`config.mk`:
```
export PLATFORM = sky130hd
export DESIGN_NAME = tone_synth_flat
export DESIGN_NICKNAME = d
export VERILOG_FILES = /design/src/rtl/tone_synth_pkg.sv /design/src/rtl/tone_synth_if.sv /design/src/rtl/tone_synth_channel.sv /design/src/rtl/tone_synth.sv /design/src/flat_wrapper.sv
export SDC_FILE = /design/constraint.sdc
export NUM_CORES = 1
export LEC_CHECK = 0
export CELL_PAD_IN_SITES_DETAIL_PLACEMENT = 1
export CELL_PAD_IN_SITES_GLOBAL_PLACEMENT = 1
export CORE_MARGIN = 2
export CORE_UTILIZATION = 50
export CTS_CLUSTER_DIAMETER = 40
export CTS_CLUSTER_SIZE = 8
export DETAILED_ROUTE_END_ITERATION = 10
export PLACE_DENSITY = 0.91
export SYNTH_ARGS = -nofsm -noshare
export SYNTH_HDL_FRONTEND = slang
export SYNTH_HIERARCHICAL = 1
export SYNTH_SLANG_ARGS = --single-unit
```
`constraint.sdc`:
```
create_clock -name Clk -period 11.1 [get_ports Clk]
set_input_delay 1.11 -clock Clk [delete_from_list [all_inputs] [get_ports Clk]]
set_output_delay 1.11 -clock Clk [all_outputs]
set_load 0.05 [all_outputs]
```
`src/rtl/tone_synth_pkg.sv`:
```
// Shared types and helpers for the tone_synth mixer: mix FSM states and amplitude scaling.
package tone_synth_pkg;

  typedef enum logic [1:0] {
    MIX_IDLE,
    MIX_SUM,
    MIX_DONE
  } mix_state_t;

  // The shift leaves log2(NUM_CH)+1 bits of headroom, so a full-scale sum of all channels cannot overflow.
  function automatic logic [63:0] amp_scale(input logic [63:0] env, input int sample_w,
                                            input int vol_w, input int num_ch);
    int shift;
    shift = sample_w - vol_w - $clog2(num_ch) - 1;
    return env << shift;
  endfunction

endpackage

```
`src/rtl/tone_synth_if.sv`:
```
// Channel-programming and sample-request bus of tone_synth; master is game logic / audio_driver side.
interface tone_synth_if #(
  parameter int NUM_CH   = 4,
  parameter int SAMPLE_W = 24,
  parameter int DIV_W    = 20,
  parameter int VOL_W    = 4
);
  localparam int SEL_W = (NUM_CH > 1) ? $clog2(NUM_CH) : 1;

  logic                ch_wr;
  logic [SEL_W-1:0]    ch_sel;
  logic [DIV_W-1:0]    ch_div;
  logic [VOL_W-1:0]    ch_vol;
  logic                advance;
  logic [SAMPLE_W-1:0] sample;
  logic                sample_valid;
  logic                busy;
  logic [7:0]          drop_cnt;

  modport master (
    output ch_wr, ch_sel, ch_div, ch_vol, advance,
    input  sample, sample_valid, busy, drop_cnt
  );

  modport slave (
    input  ch_wr, ch_sel, ch_div, ch_vol, advance,
    output sample, sample_valid, busy, drop_cnt
  );
endinterface

```
`src/rtl/tone_synth_channel.sv`:
```
// One square-wave voice: half-period divider, phase bit and signed contribution.
// TONE_SYNTH_ENVELOPE_EN adds a per-channel decay prescaler that counts env down to 0.
module tone_channel
  import tone_synth_pkg::*;
#(
  parameter int NUM_CH      = 4,
  parameter int SAMPLE_W    = 24,
  parameter int DIV_W       = 20,
  parameter int VOL_W       = 4,
  parameter int DECAY_TICKS = 250000
) (
  input  logic                       Clk,
  input  logic                       Reset,
  input  logic                       wr,
  input  logic [DIV_W-1:0]           div_in,
  input  logic [VOL_W-1:0]           vol_in,
  output logic signed [SAMPLE_W-1:0] contrib
);

  logic [DIV_W-1:0]           div_reg;
  logic [DIV_W-1:0]           cnt_reg;
  logic                       ph_reg;
  logic [VOL_W-1:0]           env_reg;
  logic signed [SAMPLE_W-1:0] amp;

`ifdef TONE_SYNTH_ENVELOPE_EN
  localparam int PRE_W = (DECAY_TICKS > 1) ? $clog2(DECAY_TICKS) : 1;
  logic [PRE_W-1:0] pre_reg;
`endif

  // A write restarts the note and takes priority over a same-cycle phase toggle.
  always_ff @(posedge Clk) begin
    if (!Reset) begin
      div_reg <= '0;
      cnt_reg <= '0;
      ph_reg  <= 1'b0;
      env_reg <= '0;
`ifdef TONE_SYNTH_ENVELOPE_EN
      pre_reg <= '0;
`endif
    end else if (wr) begin
      div_reg <= div_in;
      cnt_reg <= '0;
      ph_reg  <= 1'b0;
      env_reg <= vol_in;
`ifdef TONE_SYNTH_ENVELOPE_EN
      pre_reg <= '0;
`endif
    end else begin
      if (div_reg == '0) begin
        cnt_reg <= '0;
        ph_reg  <= 1'b0;
      end else if (cnt_reg == div_reg - DIV_W'(1)) begin
        cnt_reg <= '0;
        ph_reg  <= ~ph_reg;
      end else begin
        cnt_reg <= cnt_reg + DIV_W'(1);
      end
`ifdef TONE_SYNTH_ENVELOPE_EN
      if (pre_reg == PRE_W'(DECAY_TICKS - 1)) begin
        pre_reg <= '0;
        if (env_reg != '0) env_reg <= env_reg - VOL_W'(1);
      end else begin
        pre_reg <= pre_reg + PRE_W'(1);
      end
`endif
    end
  end

  assign amp = SAMPLE_W'(amp_scale(64'(env_reg), SAMPLE_W, VOL_W, NUM_CH));

  always_comb begin
    contrib = '0;
    if (div_reg != '0 && env_reg != '0) contrib = ph_reg ? amp : -amp;
  end

endmodule

```
`src/rtl/tone_synth.sv`:
```
// Multi-channel square-wave tone generator: write decode, contribution snapshot, serial mix FSM.
// Optional decay envelope is enabled with TONE_SYNTH_ENVELOPE_EN.
module tone_synth
  import tone_synth_pkg::*;
#(
  parameter int NUM_CH      = 4,
  parameter int SAMPLE_W    = 24,
  parameter int DIV_W       = 20,
  parameter int VOL_W       = 4,
  parameter int DECAY_TICKS = 250000
) (
  input logic       Clk,
  input logic       Reset,
  tone_synth_if.slave bus
);

  localparam int SEL_W = (NUM_CH > 1) ? $clog2(NUM_CH) : 1;

  logic signed [SAMPLE_W-1:0] contrib  [NUM_CH];
  logic signed [SAMPLE_W-1:0] snap_reg [NUM_CH];
  logic [NUM_CH-1:0]          wr_sel;

  mix_state_t                 state_reg;
  logic signed [SAMPLE_W-1:0] acc_reg;
  logic [SEL_W-1:0]           idx_reg;
  logic [SAMPLE_W-1:0]        sample_reg;
  logic                       valid_reg;
  logic                       busy_reg;
  logic [7:0]                 drop_reg;

  // Out-of-range ch_sel matches no channel and is silently ignored.
  generate
    for (genvar gi = 0; gi < NUM_CH; gi++) begin : g_ch
      assign wr_sel[gi] = bus.ch_wr && (bus.ch_sel == SEL_W'(gi));

      tone_channel #(
        .NUM_CH     (NUM_CH),
        .SAMPLE_W   (SAMPLE_W),
        .DIV_W      (DIV_W),
        .VOL_W      (VOL_W),
        .DECAY_TICKS(DECAY_TICKS)
      ) u_ch (
        .Clk    (Clk),
        .Reset  (Reset),
        .wr     (wr_sel[gi]),
        .div_in (bus.ch_div),
        .vol_in (bus.ch_vol),
        .contrib(contrib[gi])
      );
    end
  endgenerate

  always_ff @(posedge Clk) begin
    if (!Reset) begin
      state_reg  <= MIX_IDLE;
      acc_reg    <= '0;
      idx_reg    <= '0;
      sample_reg <= '0;
      valid_reg  <= 1'b0;
      busy_reg   <= 1'b0;
      drop_reg   <= '0;
    end else begin
      valid_reg <= 1'b0;
      case (state_reg)
        MIX_IDLE: begin
          if (bus.advance) begin
            snap_reg  <= contrib;
            acc_reg   <= '0;
            idx_reg   <= '0;
            busy_reg  <= 1'b1;
            state_reg <= MIX_SUM;
          end
        end
        MIX_SUM: begin
          acc_reg <= acc_reg + snap_reg[idx_reg];
          if (idx_reg == SEL_W'(NUM_CH - 1)) state_reg <= MIX_DONE;
          else idx_reg <= idx_reg + SEL_W'(1);
        end
        MIX_DONE: begin
          sample_reg <= acc_reg;
          valid_reg  <= 1'b1;
          busy_reg   <= 1'b0;
          state_reg  <= MIX_IDLE;
        end
        default: state_reg <= MIX_IDLE;
      endcase
      if (bus.advance && state_reg != MIX_IDLE && drop_reg != 8'hFF)
        drop_reg <= drop_reg + 8'd1;
    end
  end

  assign bus.sample       = sample_reg;
  assign bus.sample_valid = valid_reg;
  assign bus.busy         = busy_reg;
  assign bus.drop_cnt     = drop_reg;

endmodule

```
`src/flat_wrapper.sv`:
```
// flat-port wrapper written by rule: the top's interface ports become plain ports
module tone_synth_flat import tone_synth_pkg::*;
#(
  parameter int NUM_CH      = 4,
  parameter int SAMPLE_W    = 24,
  parameter int DIV_W       = 20,
  parameter int VOL_W       = 4,
  parameter int DECAY_TICKS = 250000
)
  (Clk, Reset, bus_ch_wr, bus_ch_sel, bus_ch_div, bus_ch_vol, bus_advance, bus_sample, bus_sample_valid, bus_busy, bus_drop_cnt);
  tone_synth_if #(.NUM_CH(NUM_CH), .SAMPLE_W(SAMPLE_W), .DIV_W(DIV_W), .VOL_W(VOL_W)) bus_i ();
  input logic Clk;
  input logic Reset;
  input wire logic [$bits(bus_i.ch_wr)-1:0] bus_ch_wr;
  input wire logic [$bits(bus_i.ch_sel)-1:0] bus_ch_sel;
  input wire logic [$bits(bus_i.ch_div)-1:0] bus_ch_div;
  input wire logic [$bits(bus_i.ch_vol)-1:0] bus_ch_vol;
  input wire logic [$bits(bus_i.advance)-1:0] bus_advance;
  output wire logic [$bits(bus_i.sample)-1:0] bus_sample;
  output wire logic [$bits(bus_i.sample_valid)-1:0] bus_sample_valid;
  output wire logic [$bits(bus_i.busy)-1:0] bus_busy;
  output wire logic [$bits(bus_i.drop_cnt)-1:0] bus_drop_cnt;
  assign bus_i.ch_wr = bus_ch_wr;
  assign bus_i.ch_sel = bus_ch_sel;
  assign bus_i.ch_div = bus_ch_div;
  assign bus_i.ch_vol = bus_ch_vol;
  assign bus_i.advance = bus_advance;
  assign bus_sample = bus_i.sample;
  assign bus_sample_valid = bus_i.sample_valid;
  assign bus_busy = bus_i.busy;
  assign bus_drop_cnt = bus_i.drop_cnt;
  tone_synth #(.NUM_CH(NUM_CH), .SAMPLE_W(SAMPLE_W), .DIV_W(DIV_W), .VOL_W(VOL_W), .DECAY_TICKS(DECAY_TICKS)) u_core (.Clk(Clk), .Reset(Reset), .bus(bus_i));
endmodule
```
==> results.ini <==
[pwr]
ir_worst_vdd_mv = 0.136
pwr-share-seq_pct = 38.9
p_switching_w = 0.000900
p_leak_nw = 7.38
clkPwrFrac_pct = 48.8
power_frac_comb_pct = 12.2
power.total_w = 0.00350
power_density_nw_per_um2 = 173
switching_share_pct = 25.7
internal_power_w = 0.00260

[synthesis]
synth_cell_types = 68
ys_seq_elements = 338
synth_warnings = 6
syn-mean-instance-area_um2 = 9.94
syn-cell-area_um2 = 17700
synth_most_common_cell = dfxtp_1
synth_area_leaders = dfxtp_1 (27%), edfxtp_1 (16%), mux2i_1 (6.0%)
synth_flop_cell = dfxtp_1
yosysSeqAreaShare_pct = 43.7
synth_cells = 1778
synthTopCellsByCount = dfxtp_1 (242), nor2_1 (155), nor2b_1 (124), xnor2_1 (119), nand2_1 (110)
synth.top_cell.area_share_pct = 27.4
synth-edff-count = 96
yosys.area.top_type = dfxtp_1
async_reset_ff_share_pct = 0

[worst_setup_path]
path_buf_inv = 0
end_kind = register
cp.required_ps = 11560
cpLargestDelayFamily = compound AO/OA/AOI/OAI gates
cpPeakStageDelay_ps = 940
worst_path_max_delay_cell = dfxtp_2
cp_cell_sequence = mux4_2 -> ha_1 -> fa_1 -> a21o_2 -> a31oi_1 -> o21a_1 -> o221ai_1 -> a21oi_1 -> xor2_1 -> o21ai_0
crit_arrival_ps = 4330
crit_path_start_kind = register
critical_path_peak_fanout = 27
path_class = register to register

[global_routing]
antenna_found_initial = 1
grt_first_pass_wirelength_mm = 79.9
track_usage_pct = 27.6
grt_pass1_vias = 14994
grt_overflow_total = 0
grt_max_degree = 101

[clock_network]
cts.sinks = 338
clk_latency_ps = 610
hold_buffers = 0
h-tree-depth = 2
numCtsBuffers = 58
post_cts_buffers = 0
clk_path_buf_depth = 3
path_clk_slew_ps = 50
cts_tree = yes
cts_resized = 0
cts_root_buf = clkbuf_16

[floorplanning]
num_io_pins = 64
initial_core_util_pct = 50.9
dieArea_um2 = 36900
core_um2 = 34700
die_y_um = 192
die_w_um = 192
num_rows = 68

[status]
status = finished, final reports clean

[timing]
finalHoldWorstSlack_ps = 468
fmax_ghz = 0.259
rsz0062_at_grt = false
finalSetupViolCount = 0
slew_violations = 0
finalHoldViolCount = 0
tns_ps = 0
slew_headroom_pct = 19.3
fin_crit_ps = 3870
finClkSkew_ps = 20.6
period_share_pct = 34.8
tightest_slew_ps = 1210

[detailed_routing]
ant_nets = 0
wirelength_mm = 50.2
firstDrtPassIters = 5
viasPerCell = 5.91
wl_per_cell_um = 21.6
drcViolationCount = 0
drt_iter0_drc = 864
vias = 13688

[run]
maxCapViolCount = 0

[finish]
syn2layout_area_growth_pct = 14.2
final_area_um2 = 20200
finalNetCount = 1892
drive_gt1_share_pct = 8.11
largest_reg_flops = 96

[place]
dp_hpwl_mm = 32.2
placed_cell_area_um2 = 18300
port_buffers = 63
routabilityCongestion = 0.942

[min_path]
hold_class = register to register

## stage by stage
step,setup slack [ps],instances,utilization [%]
finish,7230,2318,58.2
global route,6910,2318,58.2
CTS,7180,2317,58.2
detailed placement,7270,2219,52.9
global placement,7420,2219,52.9
floorplan,2740,1842,-
## power by group through the flow
stage	registers (W)	logic (W)	clock network, W
after global routing	0.00137	0.000460	0.00179
after floorplan	0.00137	0.000327	0
after CTS	0.00136	0.000420	0.00174
after detailed placement	0.00138	0.000401	0
after global placement	0.00138	0.000375	0
final	0.00136	0.000428	0.00171
## final timing paths
path,from,endpoint,slack (ps),cells after the start
setup / recovery,u_core/idx_reg[0],u_core/acc_reg[16],7230,10
hold / removal,u_core/bus.sample[8],u_core/bus.sample[8],470,2
setup reg to reg,u_core/idx_reg[0],u_core/acc_reg[16],7230,10
hold reg to reg,u_core/bus.sample[8],u_core/bus.sample[8],470,2
## placed cells by master, fill, tap and decap left out, types with 9 or more instances in the layout
| cell | instances |
|---|---|
| nand3_1 | 42 |
| xnor2_1 | 119 |
| o21bai_1 | 9 |
| a21o_1 | 14 |
| clkbuf_16 | 60 |
| nor3_1 | 37 |
| o211ai_1 | 11 |
| buf_4 | 13 |
| nor4_1 | 16 |
| mux2i_1 | 106 |
| nor2_1 | 154 |
| a22oi_1 | 13 |
| nand2_1 | 110 |
| or4_1 | 20 |
| and3_1 | 17 |
| and2_1 | 19 |
| xor2_1 | 102 |
| conb_1 | 68 |
| mux4_2 | 24 |
| a21boi_0 | 27 |
| o21ai_1 | 10 |
| a21oi_1 | 28 |
| a31oi_1 | 13 |
| nor2b_1 | 124 |
| nand4_1 | 39 |
| ha_1 | 37 |
| inv_1 | 36 |
| or3_1 | 30 |
| edfxtp_1 | 96 |
| clkbuf_1 | 17 |
| o21ai_0 | 29 |
| clkdlybuf4s50_1 | 62 |
| dfxtp_1 | 241 |
## tightest hold or removal path, cell delays in order (launching register included)
cell and delay [ps]:
dfxtp_1 300, nand2_1 50, a21boi_0 70
## metal layers
metal  GRT usage, %  vias up  wire length (um)  part of all wire [%]
met5              0        -                 0                     0
met4           15.5        0              2460                   4.9
met3           4.39      184              2540                   5.1
met2           51.8      496             26400                    53
met1           29.3     6794             18800                    37
li1               -     6214                 -                     -
## kinds of logic after synthesis
kind of cell	count (synthesis)	synth area share (%)
other cells	4	0.0849
mux	131	9.12
flops	338	43.7
simple gates	653	19.7
compound gates	204	8.04
xor+xnor	221	10.9
fa+ha+maj	38	2.73
buf+inv	189	5.70
## cell type report
cell class / count / area, um^2
Antenna cell: 1 / 2.50
Clock buffer: 83 / 1650
Clock inverter: 15 / 199
Fill cell: 3763 / 14500
Inverter: 36 / 135
Multi-Input combinational cell: 1315 / 9200
Sequential cell: 338 / 7730
Tap cell: 455 / 569
Timing Repair Buffer: 75 / 718
(Power assumes the default switching activity.)
